`config.mk`:
```
export PLATFORM = sky130hd
export DESIGN_NAME = life_evolver
export DESIGN_NICKNAME = d
export VERILOG_FILES = /design/src/rtl/life_pkg.sv /design/src/rtl/life_line_buffer.sv /design/src/rtl/life_evolver.sv
export SDC_FILE = /design/constraint.sdc
export NUM_CORES = 1
export LEC_CHECK = 0
export CAP_MARGIN = 40
export CORE_ASPECT_RATIO = 1.5
export CORE_MARGIN = 4
export CORE_UTILIZATION = 31
export DETAILED_ROUTE_END_ITERATION = 16
export PLACE_DENSITY = 0.48
export SETUP_SLACK_MARGIN = 0.15
export SYNTH_ARGS = -nofsm -noshare
export SYNTH_HDL_FRONTEND = slang
export SYNTH_SLANG_ARGS = --single-unit
```
`constraint.sdc`:
```
create_clock -name clk -period 45.3 [get_ports clk]
set_input_delay 4.53 -clock clk [delete_from_list [all_inputs] [get_ports clk]]
set_output_delay 4.53 -clock clk [all_outputs]
set_load 0.05 [all_outputs]
```
`src/rtl/life_pkg.sv`:
```
`default_nettype none
// ============================================================================
//  Module      : life_pkg
//  Description : Shared types, default grid size and the Game-of-Life rule
//                used by the next-generation engine.
//  Revision    : 1.0  initial release
// ============================================================================
package life_pkg;

  // Default grid size (rows x columns)
  localparam int C_DEF_M = 600;
  localparam int C_DEF_N = 800;

  typedef enum logic [1:0] {
    IDLE  = 2'd0,
    READ  = 2'd1,
    FLUSH = 2'd2,
    DONE  = 2'd3
  } evo_state_t;

  // Birth on exactly three neighbours, survival on two or three
  function automatic logic life_rule(input logic centre, input logic [3:0] n);
    return (n == 4'd3) | (centre & (n == 4'd2));
  endfunction

endpackage
`default_nettype wire

```
`src/rtl/life_line_buffer.sv`:
```
`default_nettype none
// ============================================================================
//  Module      : life_line_buffer
//  Description : DEPTH-deep 1-bit shift delay. dout is the oldest bit, i.e.
//                the value that falls out on the next enabled shift.
//                Contents need no reset: the window edge masks hide them.
//  Revision    : 1.0  initial release
// ============================================================================
module life_line_buffer #(
  parameter int DEPTH = 800
) (
  input  logic clk,
  input  logic en,
  input  logic din,
  output logic dout
);

  logic [DEPTH-1:0] r_sr;

  assign dout = r_sr[DEPTH-1];

  generate
    if (DEPTH == 1) begin : g_single
      // Single-stage delay
      always_ff @(posedge clk) begin
        if (en) r_sr <= din;
      end
    end else begin : g_chain
      // Shift one position per accepted bit
      always_ff @(posedge clk) begin
        if (en) r_sr <= {r_sr[DEPTH-2:0], din};
      end
    end
  endgenerate

endmodule
`default_nettype wire

```
`src/rtl/life_evolver.sv`:
```
`default_nettype none
// ============================================================================
//  Module      : life_evolver
//  Description : Streaming next-generation engine. Reads the current grid in
//                row-major order, one cell per clock, builds a 3x3 window
//                from two line buffers and writes each cell's next state
//                N+3 cycles after its read.
//                Optional macro LIFE_EVOLVER_POP_COUNT_EN adds a population
//                counter on pop_count (tied to 0 otherwise).
//  Revision    : 1.0  initial release
// ============================================================================
module life_evolver
  import life_pkg::*;
#(
  parameter int P_PARAM_M = C_DEF_M,
  parameter int P_PARAM_N = C_DEF_N,
  parameter int ADDR_W    = 24,
  parameter int COORD_W   = 12,
  parameter int CNT_W     = 20
) (
  input  logic              clk,
  input  logic              rst,
  input  logic              global_evo_en,
  output logic              read_en,
  output logic [ADDR_W-1:0] read_addr,
  input  logic              read_data,
  output logic              write_en,
  output logic [ADDR_W-1:0] write_addr,
  output logic              write_val,
  output logic              busy,
  output logic              done,
  output logic              overrun,
  output logic [CNT_W-1:0]  pop_count
);

  // Last cell address, last accepted input index (N+1 dead cells past the
  // grid) and the first input index whose window centre is a real cell.
  localparam logic [ADDR_W-1:0]  C_LAST_ADDR = ADDR_W'(P_PARAM_M * P_PARAM_N - 1);
  localparam logic [ADDR_W-1:0]  C_FLUSH_END = ADDR_W'(P_PARAM_M * P_PARAM_N + P_PARAM_N);
  localparam logic [ADDR_W-1:0]  C_WIN_START = ADDR_W'(P_PARAM_N + 1);
  localparam logic [COORD_W-1:0] C_LAST_ROW  = COORD_W'(P_PARAM_M - 1);
  localparam logic [COORD_W-1:0] C_LAST_COL  = COORD_W'(P_PARAM_N - 1);

  evo_state_t         r_state, w_state_nxt;
  logic               r_evo_q, w_req, w_start;
  logic [ADDR_W-1:0]  r_raddr, r_in_cnt, r_waddr;
  logic               r_rd_vld, w_accept, w_din;
  logic               w_lb1_out, w_lb2_out;
  logic [2:0]         r_top, r_mid, r_bot;
  logic               r_win_vld, r_last_wr, w_last_write, r_overrun;
  logic [COORD_W-1:0] r_wrow, r_wcol;
  logic [7:0]         w_nb;
  logic [3:0]         w_n;

  assign w_req   = global_evo_en ^ r_evo_q;
  assign w_start = (r_state == IDLE) && w_req;

  // Real read data while a read is returning, otherwise a dead flush cell
  assign w_accept = r_rd_vld | ((r_state == FLUSH) && (r_in_cnt <= C_FLUSH_END));
  assign w_din    = r_rd_vld & read_data;

  assign w_last_write = r_win_vld && (r_waddr == C_LAST_ADDR);

  // Previous enable level for change detection
  always_ff @(posedge clk or posedge rst) begin
    if (rst) r_evo_q <= 1'b0;
    else     r_evo_q <= global_evo_en;
  end

  // State register
  always_ff @(posedge clk or posedge rst) begin
    if (rst) r_state <= IDLE;
    else     r_state <= w_state_nxt;
  end

  // Next-state and status outputs
  always_comb begin
    w_state_nxt = r_state;
    read_en     = 1'b0;
    busy        = 1'b0;
    done        = 1'b0;
    case (r_state)
      IDLE:  if (w_req) w_state_nxt = READ;
      READ: begin
        read_en = 1'b1;
        busy    = 1'b1;
        if (r_raddr == C_LAST_ADDR) w_state_nxt = FLUSH;
      end
      FLUSH: begin
        busy = 1'b1;
        if (r_last_wr) w_state_nxt = DONE;
      end
      DONE: begin
        done        = 1'b1;
        w_state_nxt = IDLE;
      end
      default: w_state_nxt = IDLE;
    endcase
  end

  // Read address sweep and one-cycle read-return flag
  always_ff @(posedge clk or posedge rst) begin
    if (rst) begin
      r_raddr  <= '0;
      r_rd_vld <= 1'b0;
    end else begin
      r_rd_vld <= (r_state == READ);
      if (w_start)
        r_raddr <= '0;
      else if ((r_state == READ) && (r_raddr != C_LAST_ADDR))
        r_raddr <= r_raddr + ADDR_W'(1);
    end
  end

  assign read_addr = r_raddr;

  life_line_buffer #(.DEPTH(P_PARAM_N)) u_lb1 (
    .clk  (clk),
    .en   (w_accept),
    .din  (w_din),
    .dout (w_lb1_out)
  );

  life_line_buffer #(.DEPTH(P_PARAM_N)) u_lb2 (
    .clk  (clk),
    .en   (w_accept),
    .din  (w_lb1_out),
    .dout (w_lb2_out)
  );

  // Input index counter and 3x3 window columns; bit 0 is the right column
  always_ff @(posedge clk or posedge rst) begin
    if (rst) begin
      r_in_cnt  <= '0;
      r_top     <= '0;
      r_mid     <= '0;
      r_bot     <= '0;
      r_win_vld <= 1'b0;
    end else begin
      r_win_vld <= w_accept && (r_in_cnt >= C_WIN_START);
      if (w_start)
        r_in_cnt <= '0;
      else if (w_accept)
        r_in_cnt <= r_in_cnt + ADDR_W'(1);
      if (w_accept) begin
        r_bot <= {r_bot[1:0], w_din};
        r_mid <= {r_mid[1:0], w_lb1_out};
        r_top <= {r_top[1:0], w_lb2_out};
      end
    end
  end

  // Coordinates of the current window centre, advanced after each write
  always_ff @(posedge clk or posedge rst) begin
    if (rst) begin
      r_waddr   <= '0;
      r_wrow    <= '0;
      r_wcol    <= '0;
      r_last_wr <= 1'b0;
    end else if (w_start) begin
      r_waddr   <= '0;
      r_wrow    <= '0;
      r_wcol    <= '0;
      r_last_wr <= 1'b0;
    end else if (w_last_write) begin
      r_last_wr <= 1'b1;
    end else if (r_win_vld) begin
      r_waddr <= r_waddr + ADDR_W'(1);
      if (r_wcol == C_LAST_COL) begin
        r_wcol <= '0;
        r_wrow <= r_wrow + COORD_W'(1);
      end else begin
        r_wcol <= r_wcol + COORD_W'(1);
      end
    end
  end

  // Edge-masked neighbour count (no wrap-around)
  always_comb begin
    w_nb[0] = r_top[2] & (r_wrow != '0) & (r_wcol != '0);
    w_nb[1] = r_top[1] & (r_wrow != '0);
    w_nb[2] = r_top[0] & (r_wrow != '0) & (r_wcol != C_LAST_COL);
    w_nb[3] = r_mid[2] & (r_wcol != '0);
    w_nb[4] = r_mid[0] & (r_wcol != C_LAST_COL);
    w_nb[5] = r_bot[2] & (r_wrow != C_LAST_ROW) & (r_wcol != '0);
    w_nb[6] = r_bot[1] & (r_wrow != C_LAST_ROW);
    w_nb[7] = r_bot[0] & (r_wrow != C_LAST_ROW) & (r_wcol != C_LAST_COL);
    w_n = 4'd0;
    for (int i = 0; i < 8; i++) w_n = w_n + 4'(w_nb[i]);
  end

  assign write_en   = r_win_vld;
  assign write_addr = r_waddr;
  assign write_val  = r_win_vld & life_rule(r_mid[1], w_n);

  // Sticky overrun: any request not accepted from IDLE
  always_ff @(posedge clk or posedge rst) begin
    if (rst)                             r_overrun <= 1'b0;
    else if (w_start)                    r_overrun <= 1'b0;
    else if (w_req && (r_state != IDLE)) r_overrun <= 1'b1;
  end

  assign overrun = r_overrun;

`ifdef LIFE_EVOLVER_POP_COUNT_EN
  logic [CNT_W-1:0] r_pop_acc, r_pop;

  // Live-cell accumulator, published in the DONE cycle
  always_ff @(posedge clk or posedge rst) begin
    if (rst) begin
      r_pop_acc <= '0;
      r_pop     <= '0;
    end else begin
      if (w_start)
        r_pop_acc <= '0;
      else if (write_en && write_val)
        r_pop_acc <= r_pop_acc + CNT_W'(1);
      if (r_state == DONE)
        r_pop <= r_pop_acc;
    end
  end

  assign pop_count = r_pop;
`else
  assign pop_count = '0;
`endif

endmodule
`default_nettype wire

```
==> report_table.html, run 1 <==
<table>
<tr><th>Metric</th><th>Value</th></tr>
<tr><th colspan="2">CTS</th></tr>
<tr><td>Postcts setup bufs</td><td>0</td></tr>
<tr><td>Root cell of the clock tree</td><td>sky130_fd_sc_hd__clkbuf_16</td></tr>
<tr><td>Source-to-sink clock delay at the later pin of the worst-skew pair</td><td>0.77 ns</td></tr>
<tr><td>Clock sink count</td><td>about 1.7k</td></tr>
<tr><td>Hold buffer count at CTS</td><td>0</td></tr>
<tr><td>Clock tree from TritonCTS</td><td>done</td></tr>
<tr><td>TritonCTS Buffers</td><td>165</td></tr>
<tr><td>Maximum buffer depth of the clock tree</td><td>3</td></tr>
<tr><td>H-tree depth</td><td>4</td></tr>
<tr><td># resized after CTS</td><td>0</td></tr>
<tr><td>Clock-pin transition on the worst setup and hold timing paths</td><td>roughly 0.06 ns</td></tr>
<tr><th colspan="2">Placed design</th></tr>
<tr><td>Half-perimeter wire length after detailed placement</td><td>around 34,000 um</td></tr>
<tr><td>Gpl congestion</td><td>~0.77</td></tr>
<tr><td>Total placed cells including tap cells</td><td>about 4.7k</td></tr>
<tr><td>Count of buffers from port buffering</td><td>57</td></tr>
<tr><th colspan="2">Worst setup path</th></tr>
<tr><td>Arrival time worst endpoint</td><td>5.78 ns</td></tr>
<tr><td>Type of the setup path with the least slack</td><td>reg2out</td></tr>
<tr><td>Critical Path Source</td><td>r_wcol[7]</td></tr>
<tr><td>Data required, critical path</td><td>approximately 41 ns</td></tr>
<tr><td>Worst Setup End Kind</td><td>output pin</td></tr>
<tr><td>Crit path launch type</td><td>flop</td></tr>
<tr><td>Critical R2R Launch</td><td>r_in_cnt[0]</td></tr>
<tr><td>Maximum fanout along the worst path</td><td>6</td></tr>
<tr><th colspan="2">Pwr</th></tr>
<tr><td>Total net switching power</td><td>~1.1 mW</td></tr>
<tr><td>Share of total power in the clock network</td><td>0.327</td></tr>
<tr><td>Peak ir drop on the vdd network</td><td>87.96 uV</td></tr>
<tr><td>Switching share of power</td><td>0.2741</td></tr>
<tr><td>Total power</td><td>4.027 mW</td></tr>
<tr><td>Combinational share of power</td><td>0.152</td></tr>
<tr><td>Part of the total power dissipated in sequential elements</td><td>0.521</td></tr>
<tr><td>Leakage</td><td>16.36 nW</td></tr>
<tr><td>Areal power density over the cells</td><td>63.40 mW/mm^2</td></tr>
<tr><td>Internal power contribution</td><td>approximately 2.9 mW</td></tr>
<tr><th colspan="2">Synth</th></tr>
<tr><td>Netlist Area Pre-Place</td><td>0.05455 sq mm</td></tr>
<tr><td>Leading post-synthesis cells by cell area</td><td>sky130_fd_sc_hd__edfxtp_1 (88%), sky130_fd_sc_hd__dfrtp_1 (5.1%), sky130_fd_sc_hd__nor2_1 (0.47%)</td></tr>
<tr><td>Count of flip-flops with a built-in enable after synthesis</td><td>between 1.5k and 2k</td></tr>
<tr><td>Portion of the post-synthesis area used by sequential elements</td><td>0.9321</td></tr>
<tr><td>Async S/R FF share, synth</td><td>0.06542</td></tr>
<tr><td>Number of cells produced by synthesis</td><td>2,310</td></tr>
<tr><td>Most frequently used flop master after synthesis</td><td>sky130_fd_sc_hd__edfxtp_1</td></tr>
<tr><td>Top cell type by total area after synthesis</td><td>sky130_fd_sc_hd__edfxtp_1</td></tr>
<tr><td>Synth Area per Inst</td><td>approximately 24 sq um</td></tr>
<tr><td>Count of yosys warnings during synthesis</td><td>0</td></tr>
<tr><td>Seq cells post-synth</td><td>roughly 1.7k</td></tr>
<tr><td>Distinct cell type count after synthesis</td><td>57</td></tr>
<tr><td>Top-area cell type share of the netlist area</td><td>0.8807</td></tr>
<tr><th colspan="2">Layout</th></tr>
<tr><td>Area overhead of the layout relative to synthesis</td><td>16.44%</td></tr>
<tr><td>Most frequent cells in the layout</td><td>sky130_fd_sc_hd__edfxtp_1 (1,600), sky130_fd_sc_hd__clkbuf_16 (169), sky130_fd_sc_hd__dfrtp_1 (112), sky130_fd_sc_hd__nor2_1 (68), sky130_fd_sc_hd__nand2_1 (59)</td></tr>
<tr><td>Fillers</td><td>15.85k</td></tr>
<tr><td>Final std cells w/o fill</td><td>4,951</td></tr>
<tr><td>Most frequent standard cell in the layout excluding fill and tap cells</td><td>sky130_fd_sc_hd__edfxtp_1</td></tr>
<tr><td>Diode insertion count for antenna repair</td><td>0</td></tr>
<tr><td>Final core utilization</td><td>0.3630</td></tr>
<tr><td>Share of post-route cells with drive strength above 1</td><td>0.1071</td></tr>
<tr><td>Number of nets in the layout</td><td>roughly 2.6k</td></tr>
<tr><th colspan="2">Worst hold path</th></tr>
<tr><td>Hold crit path type</td><td>reg2reg</td></tr>
<tr><td>Beginning of the worst hold path</td><td>u_lb2.r_sr[131]</td></tr>
<tr><th colspan="2">STA</th></tr>
<tr><td>Final count of hold timing violations</td><td>0</td></tr>
<tr><td>Final setup vio count</td><td>0</td></tr>
<tr><td>Worst hold-check slack</td><td>a little over 0.4 ns</td></tr>
<tr><td>RSZ-0062 raised after global routing</td><td>false</td></tr>
<tr><td>Setup TNS</td><td>0 ns</td></tr>
<tr><td>Portion of the clock cycle consumed by the worst path in the final layout</td><td>0.2276</td></tr>
<tr><td>Pins Over Slew Limit</td><td>0</td></tr>
<tr><td>Final Skew</td><td>0.04036 ns</td></tr>
<tr><td>Final Critical Period</td><td>around 10 ns</td></tr>
<tr><td>Maximum clock frequency</td><td>96.97 MHz</td></tr>
<tr><td>Actual transition at the worst max-transition pin</td><td>~1.1 ns</td></tr>
<tr><td>Slew headroom</td><td>0.2813</td></tr>
<tr><th colspan="2">Die</th></tr>
<tr><td>Die Span X</td><td>~350 um</td></tr>
<tr><td>Effective utilization at floorplan</td><td>0.3117</td></tr>
<tr><td>Number of cell rows</td><td>between 150 and 200</td></tr>
<tr><td>Core outline area</td><td>around 0.18 sq mm</td></tr>
<tr><td>Overall die area</td><td>between 0.15 and 0.2 sq mm</td></tr>
<tr><td>I/O pin cnt</td><td>78</td></tr>
<tr><td>Height of the chip</td><td>between 500 and 600 um</td></tr>
<tr><th colspan="2">Drt</th></tr>
<tr><td>Drt via density</td><td>4.313</td></tr>
<tr><td>Average routed wire per standard cell</td><td>15.51 um</td></tr>
<tr><td>Post-detailed-route count of antenna-violating nets</td><td>0</td></tr>
<tr><td>Final routed wirelength across all metal layers</td><td>76,770 um</td></tr>
<tr><td>Number of iterations in the first detailed-routing pass</td><td>5</td></tr>
<tr><td>Number of violations reported at the end of detailed-routing iteration 0</td><td>about 1.7k</td></tr>
<tr><td>Via count</td><td>approximately 21k</td></tr>
<tr><td>Remaining routing DRC violations</td><td>0</td></tr>
<tr><th colspan="2">GRT</th></tr>
<tr><td>Global route overflow</td><td>0</td></tr>
<tr><td>Pin count of the biggest net entering global routing</td><td>between 200 and 250</td></tr>
<tr><td>Antenna violations before repair</td><td>0</td></tr>
<tr><td>First-pass GRT wire length</td><td>roughly 120,000 um</td></tr>
<tr><td>Overall track demand over capacity in global routing</td><td>0.08331</td></tr>
<tr><td>Via count of the first global-routing pass</td><td>approximately 22k</td></tr>
<tr><th colspan="2">Run status</th></tr>
<tr><td>Run status</td><td>finished clean</td></tr>
<tr><th colspan="2">Run</th></tr>
<tr><td>Max-cap viol count</td><td>0</td></tr>
</table>
-- metal layers --
metal | wire length, um | global-route usage
met1 | 36760 | 0.1161
met5 | 0 | 0
met4 | 2639 | 0.03949
met3 | 3862 | 0.02413
met2 | 33510 | 0.1202
-- Yosys cell counts, drive strengths merged, types with 13 or more instances --
cell,count
inv,25
nor2,68
and3,21
nand2,59
o211ai,13
o21ai,34
buf,27
a21oi,47
nand4,17
clkbuf,24
nor4,14
ha,16
or4,15
nand3,38
a31oi,14
xnor2,17
or3,18
dfrtp,112
edfxtp,1600
xor2,20
-- power by group through the flow --
stage / Combinational [mW] / Sequential (mW) / Clock, mW
2_1_floorplan: 0.331 / 3.40 / 0
3_3_place_gp: 0.545 / 2.14 / 0
3_5_place_dp: 0.655 / 2.13 / 0
4_1_cts: 0.640 / 2.10 / 1.38
5_1_grt: 0.688 / 2.10 / 1.45
6_report: 0.614 / 2.10 / 1.32
-- final timing paths --
path / endpoint / slack, ns / depth (start not counted)
setup / recovery: write_val / 34.99 / 13
hold / removal: u_lb2.r_sr[132] / 0.40 / 0
setup reg to reg: u_lb1.r_sr[439] / 39.85 / 10
hold reg to reg: u_lb2.r_sr[132] / 0.40 / 0
max in group asynchronous: r_wrow[2] / 40.10 / 4
min in group asynchronous: write_addr[11] / 4.08 / 2
-- cell families (layout without fill, tap and decap cells) --
group	after synthesis	count (layout)	synth area share
AOI/OAI and AO/OA	152	152	0.01800
xor gates and xnor gates	37	37	0.005940
adders and majority gates	20	20	0.005138
buffers and inverters	76	418	0.007087
DFF	1712	1712	0.9321
muxes	12	12	0.002408
other	1	20	0.00006874
and+or+nand+nor	300	300	0.02927
-- worst max-delay path: stages (launching register included) --
cell	delay [ns]
sky130_fd_sc_hd__dfrtp_1	0.44
sky130_fd_sc_hd__or4_4	0.59
sky130_fd_sc_hd__nor2_1	0.16
sky130_fd_sc_hd__nand4b_1	0.20
sky130_fd_sc_hd__nand3_1	0.16
sky130_fd_sc_hd__fa_1	0.43
sky130_fd_sc_hd__fa_1	0.56
sky130_fd_sc_hd__inv_1	0.07
sky130_fd_sc_hd__fa_1	0.49
sky130_fd_sc_hd__ha_1	0.25
sky130_fd_sc_hd__fa_1	0.39
sky130_fd_sc_hd__o21ai_0	0.18
sky130_fd_sc_hd__o2111a_1	0.25
sky130_fd_sc_hd__clkdlybuf4s50_1	0.83
-- state kept, by name (all words and copies together), names as in the netlist --
signal and cells:
overrun 1, r_bot 3, r_evo_q 1, r_in_cnt 24, r_last_wr 1, r_mid 3
r_rd_vld 1, r_state 2, r_top 3, r_wcol 12, r_wrow 12, read_addr 24
u_lb1.r_sr 800, u_lb2.r_sr 800, write_addr 24, write_en 1
-- through the flow --
stage          cell area [sq um]  worst slack [ns]
2_1_floorplan              54620             10.30
3_3_place_gp               57940             35.80
3_5_place_dp               58300             35.77
4_1_cts                    63520             34.87
5_1_grt                    63520             34.63
6_report                   63520             34.99
-- area by class of cell --
type,count,area [sq um],share of cell area
clock buffers,211,4387,0.06906
clock inverters,89,828.3,0.01304
inverters,25,103.9,0.001635
multi-input cells,541,3391,0.05338
flip-flops and latches,1712,50850,0.8005
well taps,2280,2853,0.04491
repair buffers,93,1109,0.01745
Note: power is estimated with default switching activity, not from simulation.
==> run 2: changes to the inputs <==
==> constraint.sdc (replaced) <==
create_clock -name clk -period 9.9 [get_ports clk]
set_input_delay 0.99 -clock clk [delete_from_list [all_inputs] [get_ports clk]]
set_output_delay 0.99 -clock clk [all_outputs]
set_load 0.05 [all_outputs]
==> report_table.html, run 2 (synthesis gave the netlist of run 1 again) <==
<table>
<tr><th>Metric</th><th>Value</th></tr>
<tr><th colspan="2">CTS</th></tr>
<tr><td>Clock-pin transition on the worst setup and hold timing paths</td><td>0.06 ns (about the same)</td></tr>
<tr><td>Clock sink count</td><td>1,712 (unchanged)</td></tr>
<tr><td>Clock tree from TritonCTS</td><td>done</td></tr>
<tr><td>H-tree depth</td><td>4 (unchanged)</td></tr>
<tr><td>TritonCTS Buffers</td><td>156 (-5.5%)</td></tr>
<tr><td>Postcts setup bufs</td><td>0 (unchanged)</td></tr>
<tr><td>Maximum buffer depth of the clock tree</td><td>3 (unchanged)</td></tr>
<tr><td>Root cell of the clock tree</td><td>sky130_fd_sc_hd__clkbuf_16</td></tr>
<tr><td>Hold buffer count at CTS</td><td>0 (unchanged)</td></tr>
<tr><td>Source-to-sink clock delay at the later pin of the worst-skew pair</td><td>0.75 ns (-0.02 ns)</td></tr>
<tr><td># resized after CTS</td><td>0 (unchanged)</td></tr>
<tr><th colspan="2">Worst hold path</th></tr>
<tr><td>Beginning of the worst hold path</td><td>u_lb1.r_sr[599]</td></tr>
<tr><td>Hold crit path type</td><td>reg2reg</td></tr>
<tr><th colspan="2">Placed design</th></tr>
<tr><td>Gpl congestion</td><td>0.7456 (-3.0%)</td></tr>
<tr><td>Half-perimeter wire length after detailed placement</td><td>33,660 um (-2.3%)</td></tr>
<tr><td>Count of buffers from port buffering</td><td>57 (unchanged)</td></tr>
<tr><th colspan="2">GRT</th></tr>
<tr><td>Via count of the first global-routing pass</td><td>21.69k (-1.7%)</td></tr>
<tr><td>Pin count of the biggest net entering global routing</td><td>226 (+6.6%)</td></tr>
<tr><td>Antenna violations before repair</td><td>0 (unchanged)</td></tr>
<tr><td>Global route overflow</td><td>0 (unchanged)</td></tr>
<tr><td>First-pass GRT wire length</td><td>122,100 um (-1.9%)</td></tr>
<tr><td>Overall track demand over capacity in global routing</td><td>0.08152 (-0.001784)</td></tr>
<tr><th colspan="2">STA</th></tr>
<tr><td>Actual transition at the worst max-transition pin</td><td>1.285 ns (+0.2069 ns)</td></tr>
<tr><td>Worst hold-check slack</td><td>0.4048 ns (+0.0006490 ns)</td></tr>
<tr><td>Final setup vio count</td><td>0 (unchanged)</td></tr>
<tr><td>Final Skew</td><td>0.02206 ns (-0.01831 ns)</td></tr>
<tr><td>Setup TNS</td><td>0 ns (unchanged)</td></tr>
<tr><td>Final Critical Period</td><td>~6.8 ns</td></tr>
<tr><td>Portion of the clock cycle consumed by the worst path in the final layout</td><td>0.6860</td></tr>
<tr><td>Final count of hold timing violations</td><td>0 (unchanged)</td></tr>
<tr><td>RSZ-0062 raised after global routing</td><td>false</td></tr>
<tr><td>Pins Over Slew Limit</td><td>0 (unchanged)</td></tr>
<tr><td>Slew headroom</td><td>0.1433 (-0.1379)</td></tr>
<tr><td>Maximum clock frequency</td><td>around 150 MHz</td></tr>
<tr><th colspan="2">Drt</th></tr>
<tr><td>Via count</td><td>21.19k (-0.76%)</td></tr>
<tr><td>Average routed wire per standard cell</td><td>15.44 um (-0.41%)</td></tr>
<tr><td>Number of iterations in the first detailed-routing pass</td><td>5 (unchanged)</td></tr>
<tr><td>Post-detailed-route count of antenna-violating nets</td><td>0 (unchanged)</td></tr>
<tr><td>Final routed wirelength across all metal layers</td><td>75,810 um (-1.3%)</td></tr>
<tr><td>Remaining routing DRC violations</td><td>0 (unchanged)</td></tr>
<tr><td>Drt via density</td><td>4.317 (about the same)</td></tr>
<tr><td>Number of violations reported at the end of detailed-routing iteration 0</td><td>2,132 (+29%)</td></tr>
<tr><th colspan="2">Layout</th></tr>
<tr><td>Final core utilization</td><td>0.3608 (-0.002180)</td></tr>
<tr><td>Share of post-route cells with drive strength above 1</td><td>0.1012 (-0.005897)</td></tr>
<tr><td>Area overhead of the layout relative to synthesis</td><td>15.74%</td></tr>
<tr><td>Number of nets in the layout</td><td>2,540 (-0.86%)</td></tr>
<tr><td>Diode insertion count for antenna repair</td><td>0 (unchanged)</td></tr>
<tr><td>Largest registers</td><td>u_lb1.r_sr (800), u_lb2.r_sr (800)</td></tr>
<tr><td>Most frequent standard cell in the layout excluding fill and tap cells</td><td>sky130_fd_sc_hd__edfxtp_1</td></tr>
<tr><td>Most frequent cells in the layout</td><td>sky130_fd_sc_hd__edfxtp_1 (1,600), sky130_fd_sc_hd__clkbuf_16 (160), sky130_fd_sc_hd__dfrtp_1 (112), sky130_fd_sc_hd__nor2_1 (68), sky130_fd_sc_hd__nand2_1 (59)</td></tr>
<tr><th colspan="2">Worst setup path</th></tr>
<tr><td>Crit path launch type</td><td>flop</td></tr>
<tr><td>Arrival time worst endpoint</td><td>5.80 ns (+0.02 ns)</td></tr>
<tr><td>Reg-to-reg slack, setup</td><td>5.64 ns (-34.21 ns)</td></tr>
<tr><td>Critical R2R Launch</td><td>r_in_cnt[11]</td></tr>
<tr><td>Critical Path Source</td><td>r_wcol[7]</td></tr>
<tr><td>Worst Setup End Kind</td><td>output pin</td></tr>
<tr><td>Maximum fanout along the worst path</td><td>6 (unchanged)</td></tr>
<tr><td>Type of the setup path with the least slack</td><td>reg2out</td></tr>
<tr><td>Data required, critical path</td><td>8.91 ns (-31.86 ns)</td></tr>
<tr><th colspan="2">Die</th></tr>
<tr><td>Height of the chip</td><td>521.8 um (unchanged)</td></tr>
<tr><td>Number of cell rows</td><td>188 (unchanged)</td></tr>
<tr><td>I/O pin cnt</td><td>78 (unchanged)</td></tr>
<tr><td>Overall die area</td><td>0.1829 sq mm (unchanged)</td></tr>
<tr><td>Die Span X</td><td>350.5 um (unchanged)</td></tr>
<tr><td>Core outline area</td><td>0.1750 sq mm (unchanged)</td></tr>
<tr><td>Effective utilization at floorplan</td><td>0.3117 (unchanged)</td></tr>
<tr><th colspan="2">Run</th></tr>
<tr><td>Max-cap viol count</td><td>0 (unchanged)</td></tr>
<tr><th colspan="2">Pwr</th></tr>
<tr><td>Areal power density over the cells</td><td>288.7 mW/mm^2 (+360%)</td></tr>
<tr><td>Peak ir drop on the vdd network</td><td>424.1 uV (+380%)</td></tr>
<tr><td>Leakage</td><td>16.15 nW (-1.3%)</td></tr>
<tr><td>Total power</td><td>18.23 mW (+350%)</td></tr>
<tr><th colspan="2">Run status</th></tr>
<tr><td>Run status</td><td>finished clean</td></tr>
</table>
-- run 2: area by class of cell --
| class | instances | area, sq um |
|---|---|---|
| clock buffer | 189 | 4133 |
| tap | 2280 | 2853 |
| clock inverter | 82 | 899.6 |
| multi-input combinational | 541 | 3418 |
| sequential | 1712 | 50850 |
| inverter | 25 | 100.1 |
| timing repair buffer | 80 | 885.9 |
| fill | 15868 | 111900 |
-- run 2: final timing paths --
check	end	cells past startpoint
setup / recovery	write_val	13
hold / removal	u_lb1.r_sr[600]	0
setup reg to reg	u_lb1.r_sr[55]	6
hold reg to reg	u_lb1.r_sr[600]	0
max in group asynchronous	r_wrow[4]	4
min in group asynchronous	write_addr[7]	2
-- run 2: power by group --
group / leakage (nW) / internal [mW] / total (mW) / switching [mW]
combinational: 1.62 / 0.289 / 2.63 / 2.34
clock: 2.44 / 3.44 / 5.96 / 2.52
sequential: 12.1 / 9.57 / 9.64 / 0.0710
total: 16.1 / 13.3 / 18.2 / 4.93
-- run 2: through the flow --
stage	cells	area, sq um	setup WS [ns]
CTS	4909	63140	2.986
global route	4909	63140	2.769
floorplan	2329	54680	-16.02
finish	4909	63140	3.108
detailed placement	4638	58110	3.853
global placement	4634	58010	3.834
-- run 2: per-layer routing --
layer	GRT usage	part of all wire	wire length [um]
met3	0.02445	0.053	4022
met2	0.1188	0.44	33030
met4	0.03411	0.033	2495
met5	0	0	0
met1	0.1139	0.48	36260
-- run 2: critical path: stages (launching register included) --
cell	delay, ns
sky130_fd_sc_hd__dfrtp_1	0.44
sky130_fd_sc_hd__or4_4	0.59
sky130_fd_sc_hd__nor2_1	0.17
sky130_fd_sc_hd__nand4b_1	0.26
sky130_fd_sc_hd__nand3_1	0.21
sky130_fd_sc_hd__fa_1	0.45
sky130_fd_sc_hd__fa_1	0.56
sky130_fd_sc_hd__inv_1	0.06
sky130_fd_sc_hd__fa_1	0.48
sky130_fd_sc_hd__ha_1	0.24
sky130_fd_sc_hd__fa_1	0.38
sky130_fd_sc_hd__o21ai_0	0.19
sky130_fd_sc_hd__o2111a_1	0.21
sky130_fd_sc_hd__clkdlybuf4s50_1	0.83
==> run 3: changes to the inputs <==
==> constraint.sdc (replaced) <==
create_clock -name clk -period 6.9 [get_ports clk]
set_input_delay 0.69 -clock clk [delete_from_list [all_inputs] [get_ports clk]]
set_output_delay 0.69 -clock clk [all_outputs]
set_load 0.05 [all_outputs]
==> report_table.html, run 3 (synthesis gave the netlist of run 1 again) <==
<table>
<tr><th>Metric</th><th>Value</th></tr>
<tr><th colspan="2">STA</th></tr>
<tr><td>Slew headroom</td><td>0.2472 (+0.1039)</td></tr>
<tr><td>Actual transition at the worst max-transition pin</td><td>1.129 ns (-0.1559 ns)</td></tr>
<tr><td>Final count of hold timing violations</td><td>0 (unchanged)</td></tr>
<tr><td>Final setup slack of the worst path</td><td>0.7867 ns (-2.322 ns)</td></tr>
<tr><td>Portion of the clock cycle consumed by the worst path in the final layout</td><td>0.8860</td></tr>
<tr><td>Final Critical Period</td><td>between 6 and 7 ns</td></tr>
<tr><td>RSZ-0062 raised after global routing</td><td>false</td></tr>
<tr><td>Setup TNS</td><td>0 ns (unchanged)</td></tr>
<tr><td>Final setup vio count</td><td>0 (unchanged)</td></tr>
<tr><td>Pins Over Slew Limit</td><td>0 (unchanged)</td></tr>
<tr><td>Maximum clock frequency</td><td>about 160 MHz</td></tr>
<tr><td>Final Skew</td><td>0.02974 ns (+0.007682 ns)</td></tr>
<tr><th colspan="2">Pwr</th></tr>
<tr><td>Combinational share of power</td><td>0.147 (+0.003)</td></tr>
<tr><td>Total net switching power</td><td>7.130 mW (+45%)</td></tr>
<tr><td>Peak ir drop on the vdd network</td><td>691.8 uV (+63%)</td></tr>
<tr><td>Internal power contribution</td><td>18.95 mW (+42%)</td></tr>
<tr><td>Leakage</td><td>16.19 nW (+0.26%)</td></tr>
<tr><td>Switching share of power</td><td>0.2734 (+0.003079)</td></tr>
<tr><td>Share of total power in the clock network</td><td>0.323 (-0.004)</td></tr>
<tr><td>Areal power density over the cells</td><td>413.0 mW/mm^2 (+43%)</td></tr>
<tr><td>Total power</td><td>26.08 mW (+43%)</td></tr>
<tr><td>Part of the total power dissipated in sequential elements</td><td>0.530 (about the same)</td></tr>
<tr><th colspan="2">CTS</th></tr>
<tr><td>Source-to-sink clock delay at the later pin of the worst-skew pair</td><td>0.77 ns (+0.02 ns)</td></tr>
<tr><td>Root cell of the clock tree</td><td>sky130_fd_sc_hd__clkbuf_16</td></tr>
<tr><td>H-tree depth</td><td>4 (unchanged)</td></tr>
<tr><td>TritonCTS Buffers</td><td>161 (+3.2%)</td></tr>
<tr><td>Postcts setup bufs</td><td>0 (unchanged)</td></tr>
<tr><td>Clock tree from TritonCTS</td><td>done</td></tr>
<tr><td>Clock-pin transition on the worst setup and hold timing paths</td><td>0.06 ns (about the same)</td></tr>
<tr><td>Hold buffer count at CTS</td><td>0 (unchanged)</td></tr>
<tr><td>Clock sink count</td><td>1,712 (unchanged)</td></tr>
<tr><td>Maximum buffer depth of the clock tree</td><td>3 (unchanged)</td></tr>
<tr><th colspan="2">GRT</th></tr>
<tr><td>Pin count of the biggest net entering global routing</td><td>224 (-0.88%)</td></tr>
<tr><td>Global route overflow</td><td>0 (unchanged)</td></tr>
<tr><td>Antenna violations before repair</td><td>0 (unchanged)</td></tr>
<tr><td>Overall track demand over capacity in global routing</td><td>0.08267 (+0.001152)</td></tr>
<tr><td>First-pass GRT wire length</td><td>123,600 um (+1.3%)</td></tr>
<tr><td>Via count of the first global-routing pass</td><td>21.80k (+0.50%)</td></tr>
<tr><th colspan="2">Placed design</th></tr>
<tr><td>Total placed cells including tap cells</td><td>4,644 (+0.13%)</td></tr>
<tr><td>Count of buffers from port buffering</td><td>57 (unchanged)</td></tr>
<tr><td>Half-perimeter wire length after detailed placement</td><td>34,040 um (+1.1%)</td></tr>
<tr><td>Pre-CTS WS</td><td>1.172 ns (-2.681 ns)</td></tr>
<tr><td>Gpl congestion</td><td>0.7535 (+1.1%)</td></tr>
<tr><td>Placement-stage cell area</td><td>0.05815 sq mm (about the same)</td></tr>
<tr><th colspan="2">Worst setup path</th></tr>
<tr><td>Worst Setup End Kind</td><td>output pin</td></tr>
<tr><td>Type of the setup path with the least slack</td><td>reg2out</td></tr>
<tr><td>Maximum fanout along the worst path</td><td>6 (unchanged)</td></tr>
<tr><td>Cells on worst reg2reg path</td><td>9 (+3)</td></tr>
<tr><td>Data required, critical path</td><td>6.21 ns (-2.70 ns)</td></tr>
<tr><td>Arrival time worst endpoint</td><td>5.42 ns (-0.38 ns)</td></tr>
<tr><td>Crit path launch type</td><td>flop</td></tr>
<tr><th colspan="2">Layout</th></tr>
<tr><td>Number of nets in the layout</td><td>2,551 (+0.43%)</td></tr>
<tr><td>Largest registers</td><td>u_lb1.r_sr (800), u_lb2.r_sr (800)</td></tr>
<tr><td>Diode insertion count for antenna repair</td><td>0 (unchanged)</td></tr>
<tr><td>Final std cells w/o fill</td><td>4,930 (+0.43%)</td></tr>
<tr><td>Summed area of non-filler cells in the final layout</td><td>0.06315 sq mm (about the same)</td></tr>
<tr><td>Share of post-route cells with drive strength above 1</td><td>0.1034 (+0.002217)</td></tr>
<tr><td>Area overhead of the layout relative to synthesis</td><td>15.77% (about the same)</td></tr>
<tr><td>Most frequent cells in the layout</td><td>sky130_fd_sc_hd__edfxtp_1 (1,600), sky130_fd_sc_hd__clkbuf_16 (164), sky130_fd_sc_hd__dfrtp_1 (112), sky130_fd_sc_hd__nor2_1 (68), sky130_fd_sc_hd__nand2_1 (59)</td></tr>
<tr><td>Most frequent standard cell in the layout excluding fill and tap cells</td><td>sky130_fd_sc_hd__edfxtp_1</td></tr>
<tr><th colspan="2">Worst hold path</th></tr>
<tr><td>Hold crit path type</td><td>in2async</td></tr>
<tr><th colspan="2">Die</th></tr>
<tr><td>Height of the chip</td><td>521.8 um (unchanged)</td></tr>
<tr><td>I/O pin cnt</td><td>78 (unchanged)</td></tr>
<tr><td>Overall die area</td><td>0.1829 sq mm (unchanged)</td></tr>
<tr><td>Effective utilization at floorplan</td><td>0.3117 (unchanged)</td></tr>
<tr><td>Core outline area</td><td>0.1750 sq mm (unchanged)</td></tr>
<tr><td>Number of cell rows</td><td>188 (unchanged)</td></tr>
<tr><td>Die Span X</td><td>350.5 um (unchanged)</td></tr>
<tr><th colspan="2">Drt</th></tr>
<tr><td>Via count</td><td>21.24k (+0.23%)</td></tr>
<tr><td>Post-detailed-route count of antenna-violating nets</td><td>0 (unchanged)</td></tr>
<tr><td>Remaining routing DRC violations</td><td>0 (unchanged)</td></tr>
<tr><td>Number of violations reported at the end of detailed-routing iteration 0</td><td>1,800 (-16%)</td></tr>
<tr><td>Drt via density</td><td>4.309 (-0.20%)</td></tr>
<tr><td>Average routed wire per standard cell</td><td>15.46 um (+0.13%)</td></tr>
<tr><td>Number of iterations in the first detailed-routing pass</td><td>8 (+3)</td></tr>
<tr><td>Final routed wirelength across all metal layers</td><td>76,230 um (+0.56%)</td></tr>
<tr><th colspan="2">Run</th></tr>
<tr><td>Max-cap viol count</td><td>0 (unchanged)</td></tr>
<tr><th colspan="2">Run status</th></tr>
<tr><td>Run status</td><td>finished clean</td></tr>
</table>
## run 3: critical path: stages (launching register included)
cell                             delay [ns]
sky130_fd_sc_hd__dfrtp_1               0.44
sky130_fd_sc_hd__or4_4                 0.59
sky130_fd_sc_hd__nor2_1                0.18
sky130_fd_sc_hd__nand4b_1              0.26
sky130_fd_sc_hd__nand3_1               0.20
sky130_fd_sc_hd__fa_1                  0.45
sky130_fd_sc_hd__fa_1                  0.56
sky130_fd_sc_hd__inv_1                 0.06
sky130_fd_sc_hd__fa_1                  0.49
sky130_fd_sc_hd__ha_1                  0.24
sky130_fd_sc_hd__fa_1                  0.38
sky130_fd_sc_hd__o21ai_0               0.17
sky130_fd_sc_hd__o2111a_1              0.20
sky130_fd_sc_hd__dlymetal6s2s_1        0.45
## run 3: power groups by stage
stage	registers, mW	clock network, mW	logic, mW
after global placement	14.0	0	3.65
after detailed placement	14.0	0	4.07
final	13.8	8.42	3.83
after floorplan	13.4	0	0.849
after global routing	13.9	9.29	4.30
after CTS	13.8	8.83	3.98
## run 3: final timing paths
| path | start | endpoint | slack [ns] |
|---|---|---|---|
| worst max-delay path | r_wcol[7] | write_val | 0.79 |
| worst min-delay path | rst | write_addr[6] | 0.30 |
| worst max register to register | r_in_cnt[1] | u_lb1.r_sr[429] | 3.00 |
| worst min register to register | u_lb2.r_sr[625] | u_lb2.r_sr[626] | 0.40 |
| max in group asynchronous | rst | read_addr[16] | 5.51 |
| min in group clk | u_lb2.r_sr[625] | u_lb2.r_sr[626] | 0.40 |
## run 3: metrics by stage
stage / hold slack (ns) / utilization
5_1_grt: 0.2769 / 0.3609
2_1_floorplan: 0.4003 / -
4_1_cts: 0.2276 / 0.3609
6_report: 0.2982 / 0.3609
3_5_place_dp: 0.4045 / 0.3323
3_3_place_gp: 0.4026 / 0.3316
## run 3: area by class of cell
class	count	area [sq um]
Tap cell	2280	2853
Clock buffer	207	4285
Timing Repair Buffer	86	930.9
Fill cell	15890	111900
Multi-Input combinational cell	541	3418
Sequential cell	1712	50850
Inverter	25	100.1
Clock inverter	79	718.2
## run 3: routing by layer
layer / GRT usage / part of all wire / vias up
met5: 0 / 0 / -
met4: 0.03607 / 0.035 / 0
met3: 0.02452 / 0.051 / 233
met2: 0.1183 / 0.44 / 526
met1: 0.1171 / 0.48 / 10929
li1: - / - / 9553
## run 3: what timing repair did
| item | CTS | global route |
|---|---|---|
| endpoints found under the hold margin | 0 | 0 |
| endpoints found under the setup margin | 0 | 1 |
| gates resized for setup | 0 | 1 |
